--- config.mk ---
export PLATFORM = sky130hd
export DESIGN_NAME = train_state_seq
export DESIGN_NICKNAME = d
export VERILOG_FILES = /design/src/rtl/train_seq_pkg.sv /design/src/rtl/train_dwell_timer.sv /design/src/rtl/train_state_seq.sv
export SDC_FILE = /design/constraint.sdc
export NUM_CORES = 1
export LEC_CHECK = 0
export CORE_AREA = 2 2 39 41
export DETAILED_ROUTE_END_ITERATION = 6
export DIE_AREA = 0 0 41 43
export DONT_BUFFER_PORTS = 1
export SLEW_MARGIN = 15
export SYNTH_ARGS = -nofsm -noshare
export SYNTH_HDL_FRONTEND = slang
export SYNTH_SLANG_ARGS = --single-unit
export TNS_END_PERCENT = 50
--- constraint.sdc ---
create_clock -name i_clk -period 1.7 [get_ports i_clk]
set_input_delay 0.34 -clock i_clk [delete_from_list [all_inputs] [get_ports i_clk]]
set_output_delay 0.34 -clock i_clk [all_outputs]
set_load 0.005 [all_outputs]
--- src/rtl/train_seq_pkg.sv ---
// ----------------------------------------------------------------------------
// train_seq_pkg
// Shared constants for the train controller state sequencer.
//   MODE_WRAP / MODE_SAT : end-of-range behaviour selector values
//   DIR_UP / DIR_DOWN    : encoding of the step-direction input
// ----------------------------------------------------------------------------
package train_seq_pkg;

    localparam int   MODE_WRAP = 0;
    localparam int   MODE_SAT  = 1;

    localparam logic DIR_UP    = 1'b0;
    localparam logic DIR_DOWN  = 1'b1;

endpackage

--- src/rtl/train_dwell_timer.sv ---
// ----------------------------------------------------------------------------
// train_dwell_timer
// Counts enabled cycles spent in the present state and flags the cycle on
// which the sequencer is allowed to step.
//   i_clk  : rising-edge clock
//   i_rst  : synchronous reset, active-high
//   i_clr  : synchronous clear (driven by a state load)
//   i_en   : count enable
//   o_tick : combinational, i_en && count == DWELL-1
// ----------------------------------------------------------------------------
module train_dwell_timer #(
    parameter int DWELL = 1
) (
    input  logic i_clk,
    input  logic i_rst,
    input  logic i_clr,
    input  logic i_en,
    output logic o_tick
);

    localparam int              CW    = (DWELL > 1) ? $clog2(DWELL) : 1;
    localparam logic [CW-1:0]   LP_TC = CW'(DWELL - 1);

    logic [CW-1:0] r_count;
    logic          w_at_tc;

    assign w_at_tc = (r_count == LP_TC);

    // With DWELL=1 the terminal count is 0, so the counter never leaves 0
    // and every enabled cycle ticks.
    always_ff @(posedge i_clk) begin
        if (i_rst || i_clr) begin
            r_count <= '0;
        end else if (i_en) begin
            if (w_at_tc) begin
                r_count <= '0;
            end else begin
                r_count <= r_count + CW'(1);
            end
        end
    end

    assign o_tick = i_en && w_at_tc;

endmodule

--- src/rtl/train_state_seq.sv ---
// ----------------------------------------------------------------------------
// train_state_seq
// Loadable state register / sequencer for the train controller FSMs. Steps
// up or down through 0..LAST_STATE after DWELL enabled cycles, wrapping or
// saturating at the ends; out-of-range loads are clamped to LAST_STATE.
//   i_clk           : rising-edge clock
//   i_rst           : synchronous reset, active-high
//   i_ld            : load i_next_state this cycle (beats i_en)
//   i_en            : count enable
//   i_dir           : step direction, 0 = up, 1 = down
//   i_next_state    : value to load
//   o_present_state : registered current state
//   o_at_first      : combinational, state == 0
//   o_at_last       : combinational, state == LAST_STATE
//   o_wrap          : one-cycle pulse, a wrap happened on the previous edge
//   o_load_err      : one-cycle pulse, the previous load was clamped
//
// action    | meaning
// ----------+-------------------------------------------------------------
// reset     | state = RESET_STATE, dwell cleared, pulses low
// load      | state = next_state (or LAST_STATE + load_err), dwell cleared
// dwell     | enabled, dwell not complete: count advances, state holds
// step      | enabled, dwell complete: move one state in i_dir
// hold      | no load, no enable: nothing changes
// ----------------------------------------------------------------------------
module train_state_seq
    import train_seq_pkg::*;
#(
    parameter int WIDTH       = 4,
    parameter int LAST_STATE  = 9,
    parameter int RESET_STATE = 0,
    parameter int DWELL       = 1,
    parameter int MODE        = 0
) (
    input  logic             i_clk,
    input  logic             i_rst,
    input  logic             i_ld,
    input  logic             i_en,
    input  logic             i_dir,
    input  logic [WIDTH-1:0] i_next_state,
    output logic [WIDTH-1:0] o_present_state,
    output logic             o_at_first,
    output logic             o_at_last,
    output logic             o_wrap,
    output logic             o_load_err
);

    localparam logic [WIDTH-1:0] LP_LAST  = WIDTH'(LAST_STATE);
    localparam logic [WIDTH-1:0] LP_RESET = WIDTH'(RESET_STATE);
    localparam logic             LP_WRAPS = (MODE == MODE_WRAP);
    localparam logic             LP_SATS  = (MODE == MODE_SAT);

    logic [WIDTH-1:0] r_state;
    logic             r_wrap;
    logic             r_load_err;

    logic             w_tick;
    logic             w_load_oor;
    logic [WIDTH-1:0] w_step_state;
    logic             w_step_wrap;

    train_dwell_timer #(
        .DWELL (DWELL)
    ) u_dwell (
        .i_clk  (i_clk),
        .i_rst  (i_rst),
        .i_clr  (i_ld),
        .i_en   (i_en),
        .o_tick (w_tick)
    );

    // Compare in 32 bits so the range check stays meaningful (and quiet)
    // when LAST_STATE is the all-ones value of WIDTH.
    assign w_load_oor = (32'(i_next_state) > 32'(LAST_STATE));

    // Next state on a step. At an end, wrap mode jumps to the opposite end;
    // saturate mode leaves the default (hold) in place.
    always_comb begin
        w_step_state = r_state;
        w_step_wrap  = 1'b0;
        unique case (i_dir)
            DIR_UP: begin
                if (r_state != LP_LAST) begin
                    w_step_state = r_state + WIDTH'(1);
                end else if (LP_WRAPS && !LP_SATS) begin
                    w_step_state = '0;
                    w_step_wrap  = 1'b1;
                end
            end
            DIR_DOWN: begin
                if (r_state != '0) begin
                    w_step_state = r_state - WIDTH'(1);
                end else if (LP_WRAPS && !LP_SATS) begin
                    w_step_state = LP_LAST;
                    w_step_wrap  = 1'b1;
                end
            end
        endcase
    end

    always_ff @(posedge i_clk) begin
        if (i_rst) begin
            r_state    <= LP_RESET;
            r_wrap     <= 1'b0;
            r_load_err <= 1'b0;
        end else begin
            // Pulses are low unless this edge sets them.
            r_wrap     <= 1'b0;
            r_load_err <= 1'b0;
            if (i_ld) begin
                if (w_load_oor) begin
                    r_state    <= LP_LAST;
                    r_load_err <= 1'b1;
                end else begin
                    r_state    <= i_next_state;
                end
            end else if (w_tick) begin
                r_state <= w_step_state;
                r_wrap  <= w_step_wrap;
            end
        end
    end

    assign o_present_state = r_state;
    assign o_at_first      = (r_state == '0);
    assign o_at_last       = (r_state == LP_LAST);
    assign o_wrap          = r_wrap;
    assign o_load_err      = r_load_err;

endmodule
# Word level (Yosys, flattened, before mapping)
# Cells that the tools add are included.
classes:
  add_sub_neg: 3
  magnitude_cmp: 1
  eq_ne: 2
  n_mux: 11
  bitwise: 4
  reduce_logical: 7
ops:
  columns: ["cell", "count"]
  rows:
  - ["$mux 4", 5]
  - ["$pmux 4 s2", 1]
  - ["$add 4x1->4 const B", 1]
  - ["$eq 4x4->1 const B", 1]
  - ["$gt 4x4->1 const B", 1]
  - ["$logic_not 4->1", 1]
  - ["$mux 1", 4]
  - ["$ne 4x4->1 const B", 1]
  - ["$not 1->1", 4]
  - ["$reduce_bool 4->1", 1]
  - ["$sub 4x1->4 const B", 1]
  - ["$reduce_or 3->1", 1]
  - ["$pmux 1 s2", 1]
  - ["$reduce_bool 2->1", 1]
  - ["$reduce_or 2->1", 1]
  - ["$add 1x1->1 const B", 1]
  - ["$logic_and 1x1->1", 1]
  - ["$logic_or 1x1->1", 1]
word_totals:
  register_bits: 7
  input_bits: 9

# Longest topological paths before layout
logic_depth:
  word_depth: 5
  depth_mapped: 6
  mapped_depth_nobuf: 5

# Cells and area by module
# A second synthesis with hierarchy kept.
unflattened:
  cells_unflattened: 51
  area_unflattened_um2: 435.4
by_module_without_submodules:
  columns: ["module", "instances", "cells_each", "area_per_inst_um2"]
  rows:
  - ["train_state_seq", 1, 50, 427.9]
  - ["train_dwell_timer", 1, 1, 7.5]

# Worst setup path after synthesis
# Ideal clock, no wire load.
synth_path:
  path_kind: "in2reg"
  startpoint: "input port i_dir"
  endpoint: "register r_state[2], in the netlist o_present_state[2]"
  setup_ps: 141
  t_arrival_ps: 1284
  required_ps: 1559
  setup_slack_ps: 275
  cell_stages: 6
  n_path_buf: 1
  path_cell_list: "buf_2 nor2_1 mux2_2 a221o_1 a31oi_1 a2111oi_2"
synth_via:
  elab_chain_len: 4
synth_lines:
  columns: ["item", "line_no", "source"]
  rows:
  - ["start, declared", "train_state_seq.sv:39", "input logic i_dir,"]
  - ["$not 1->1", null, null]
  - ["$pmux 4 s2 (*)", "train_state_seq.sv:81", "unique case (i_dir)"]
  - ["$mux 4 (*)", "train_state_seq.sv:117", "end else if (w_tick) begin"]
  - ["$mux 4 (*)", "train_state_seq.sv:110", "if (i_ld) begin"]
  - ["end signal, assigned", "train_state_seq.sv:115", "r_state <= i_next_state;"]
  - ["end signal, assigned", "train_state_seq.sv:118", "r_state <= w_step_state;"]
  - ["end, declared", "train_state_seq.sv:53", "logic [WIDTH-1:0] r_state;"]
# Mark *: on every way between the ends. The rest lies on a longest branch, timed or not. The select of a mux whose other input is x is not followed.
# A chain may end at the register's enable or synchronous reset.

# Final worst setup path
layout_path:
  startpoint: "register r_state[0], in the netlist o_present_state[0]"
  endpoint: "register r_state[2], in the netlist o_present_state[2]"
layout_via:
  elab_chain_len: 5
  word_cells_on_any_way: 9
  cone_classes: "add/sub: 2; eq/ne: 1; mux: 5; reduce/logical: 1"
layout_lines:
  columns: ["item", "line_no", "source"]
  rows:
  - ["$sub 4x1->4, or another cell as far along", "train_state_seq.sv:92", "w_step_state = r_state - WIDTH'(1);"]
  - ["$mux 4 (on tied branches)", "train_state_seq.sv:91, train_state_seq.sv:83", null]
  - ["$pmux 4 s2 (*)", "train_state_seq.sv:81", null]
  - ["$mux 4 (*)", "train_state_seq.sv:117", null]
  - ["$mux 4 (*)", "train_state_seq.sv:110", null]
# Marked as above.

==> flow_summary.toml <==
[floorplanning]
start_util_pct = 34.09
die_y_um = 43
rows = 14
coreArea_um2 = 1384
die_area_um2 = 1763
die_w_um = 41
io_pins = 17

[logic_synthesis]
yosys_register_bits = 6
yosys.area_share.simple_pct = 36.07
syn-instance-count = 58
ys_seq_area_share_pct = 25.46
syn_nets = 67
synth-xor-area-share_pct = 1.857
yosysWarningCount = 0
synthMuxAreaShare_pct = 2.387
synth.cell_area_um2 = 471.7
synth_compound_area_share_pct = 25.46
synth_top_area_cell = "dfxtp_1"
synth_fa_ha_area_share_pct = 0
synth_top_cell_area_share_pct = 25.46
synth_top_family_by_area = "simple AND/OR/NAND/NOR gates"
ys_types = 31
synth_area_per_cell_um2 = 8.133
yosys-top-cells-area = "dfxtp_1 (25%), nand2b_1 (6.6%), nor2_1 (6.4%)"

[routing]
dr.pass1.iters = 4
vias = 421
drcViolationCount = 0
drt_iter0_drc = 3
wl_per_cell_um = 13.13
ant_nets = 0
drt-total-wl_um = 985
avgViaCountPerCell = 5.613

[setup_path]
endpoint_kind = "register"
crit_required_ps = 1810
path_class = "reg2reg"
ff2ff_setup_slack_ps = 220
cp-start-kind = "register"
rr_endpoint = "o_present_state[2]"
critPathArrivalTime_ps = 1590
reg2regPathDepth = 4
path_max_fanout = 4
reg2reg_from = "o_present_state[0]"

[clock_network]
post_cts_buffers = 0
cts_made_buffers = 3
clk_latency_ps = 240
cts_root_buffer = "clkbuf_4"
cts_tree = "done"
cts_num_sinks = 6
cts_resized = 0
cts_hold_buf = 0
clk_path_buf_depth = 2
path_clk_slew_ps = 40
htreeDepth = 1

[placement]
place_congestion = 0.7006
dp_cells = 72
portBuffers = 0
dpl_cell_area_um2 = 484.2
dp_hpwl_um = 778.1

[timing]
tns_ps = 0
setup-violations-final = 0
hold_viol = 0
holdWs_ps = 160.4
worstMarginPinSlew_ps = 422.8
fin_crit_ps = 1483
maxSlewHeadroom_pct = 71.77
finClkSkew_ps = 2.231
fmax_ghz = 0.6742
period_share_pct = 87.24
grt_setup_unrepaired = "false"
final_max_slew_viol_count = 0

[grt]
grt_use_total_pct = 13.78
grt_pass1_wl_um = 1600
grt_max_degree = 13
antenna_found_initial = 0
grt_pass1_vias = 366
overflow = 0

[worst_hold_path]
min_to = "o_present_state[3]"
min_from = "i_rst"
hold_path.class = "in2reg"
min_path_cells = 1

[power]
power_leakage_nw = 0.1880
peakVddDrop_mv = 0.3711
p_per_area_nw_per_um2 = 749.6

[final_layout]
diodes = 0
drive_gt1_share_pct = 20.34
final_cell_area_um2 = 506.7
area_growth_pct = 7.427
layout.nets = 70
n_fill_cell = 150
stdcell_count = 75

[job]
cap_viol_max_count = 0

[status]
outcome = "finished clean"
## state kept, by name, indices dropped and copies added (netlist names)
name and flops:
o_wrap 1, o_load_err 1, o_present_state 4
## report_power, final
| part | internal (mW) | switching (mW) | total (mW) | leakage, nW |
|---|---|---|---|---|
| clock | 0.0794 | 0.0442 | 0.124 | 0.0138 |
| combinational | 0.0495 | 0.0390 | 0.0884 | 0.125 |
| sequential | 0.150 | 0.0175 | 0.168 | 0.0495 |
## worst max-delay path, stage by stage (launching register included)
cell and delay, ps:
dfxtp_1 420, mux2_2 360, a221o_1 290, a31oi_1 220, a2111oi_2 80
## final cells by class
type	count	area, um2	share of cell area (%)
multi-input cells	45	310.3	61.23
flip-flops and latches	6	120.1	23.70
repair buffers	4	30.03	5.926
clock buffers	3	22.52	4.444
well taps	16	20.02	3.951
inverters	1	3.754	0.7407
## cell families after synthesis
family | Yosys count
AOI/OAI and AO/OA | 15
xor gates and xnor gates | 1
buffers and inverters | 7
DFF | 6
muxes | 1
and+or+nand+nor | 28
## per-stage QoR
step | setup slack, ps | utilization (%) | power, mW
floorplan | 275.2 | - | 0.2488
global placement | 198.1 | 34.99 | 0.2587
detailed placement | 221.0 | 34.99 | 0.2590
CTS | 187.0 | 36.62 | 0.3884
global route | 110.5 | 36.62 | 0.4114
finish | 216.9 | 36.62 | 0.3798
## routing by layer
| metal | GRT usage [%] | share of wire, % | vias up |
|---|---|---|---|
| met4 | 8.000 | 1.2 | 0 |
| li1 | - | - | 215 |
| met1 | 15.86 | 41 | 192 |
| met5 | 0 | 0 | - |
| met3 | 7.330 | 9.9 | 2 |
| met2 | 19.38 | 48 | 12 |
## cells in the mapped netlist, drive strengths merged
cell,instances
nor2,8
dfxtp,6
buf,5
nand2b,5
a21oi,3
nand2,3
nand3b,3
a221oi,2
nor2b,2
nor3,2
nor4b,2
o22ai,2
a2111oi,1
a211o,1
a21bo,1
a221o,1
a311oi,1
a31oi,1
and2,1
and2b,1
clkbuf,1
inv,1
mux2,1
nor4,1
o211ai,1
o21ai,1
xor2,1
## worst max path at each step
stage	startpoint	endpoint	slack [ps]	cells past startpoint
CTS	o_present_state[0]	o_at_first	190	2
global placement	o_present_state[0]	o_present_state[2]	200	4
floorplan	i_dir	o_present_state[2]	280	6
finish	o_present_state[0]	o_present_state[2]	220	4
global route	o_present_state[0]	o_at_first	110	2
detailed placement	o_present_state[0]	o_present_state[2]	220	4
## placed cells by master (no fill, tap or decap), drive strengths merged
master / Yosys / final
nor2b: 2 / 2
a221o: 1 / 1
o21ai: 1 / 1
nand2b: 5 / 5
a31oi: 1 / 1
a21oi: 3 / 3
o211ai: 1 / 1
nand3b: 3 / 3
o22ai: 2 / 2
a221oi: 2 / 2
nor4b: 2 / 2
and2b: 1 / 1
nor2: 8 / 8
dfxtp: 6 / 6
clkbuf: 1 / 3
inv: 1 / 1
buf: 5 / 4
mux2: 1 / 1
a2111oi: 1 / 1
xor2: 1 / 1
and2: 1 / 1
a21bo: 1 / 1
a211o: 1 / 1
nor4: 1 / 1
nor3: 2 / 2
a311oi: 1 / 1
nand2: 3 / 3
No activity file was read; power rests on OpenSTA's default activity.
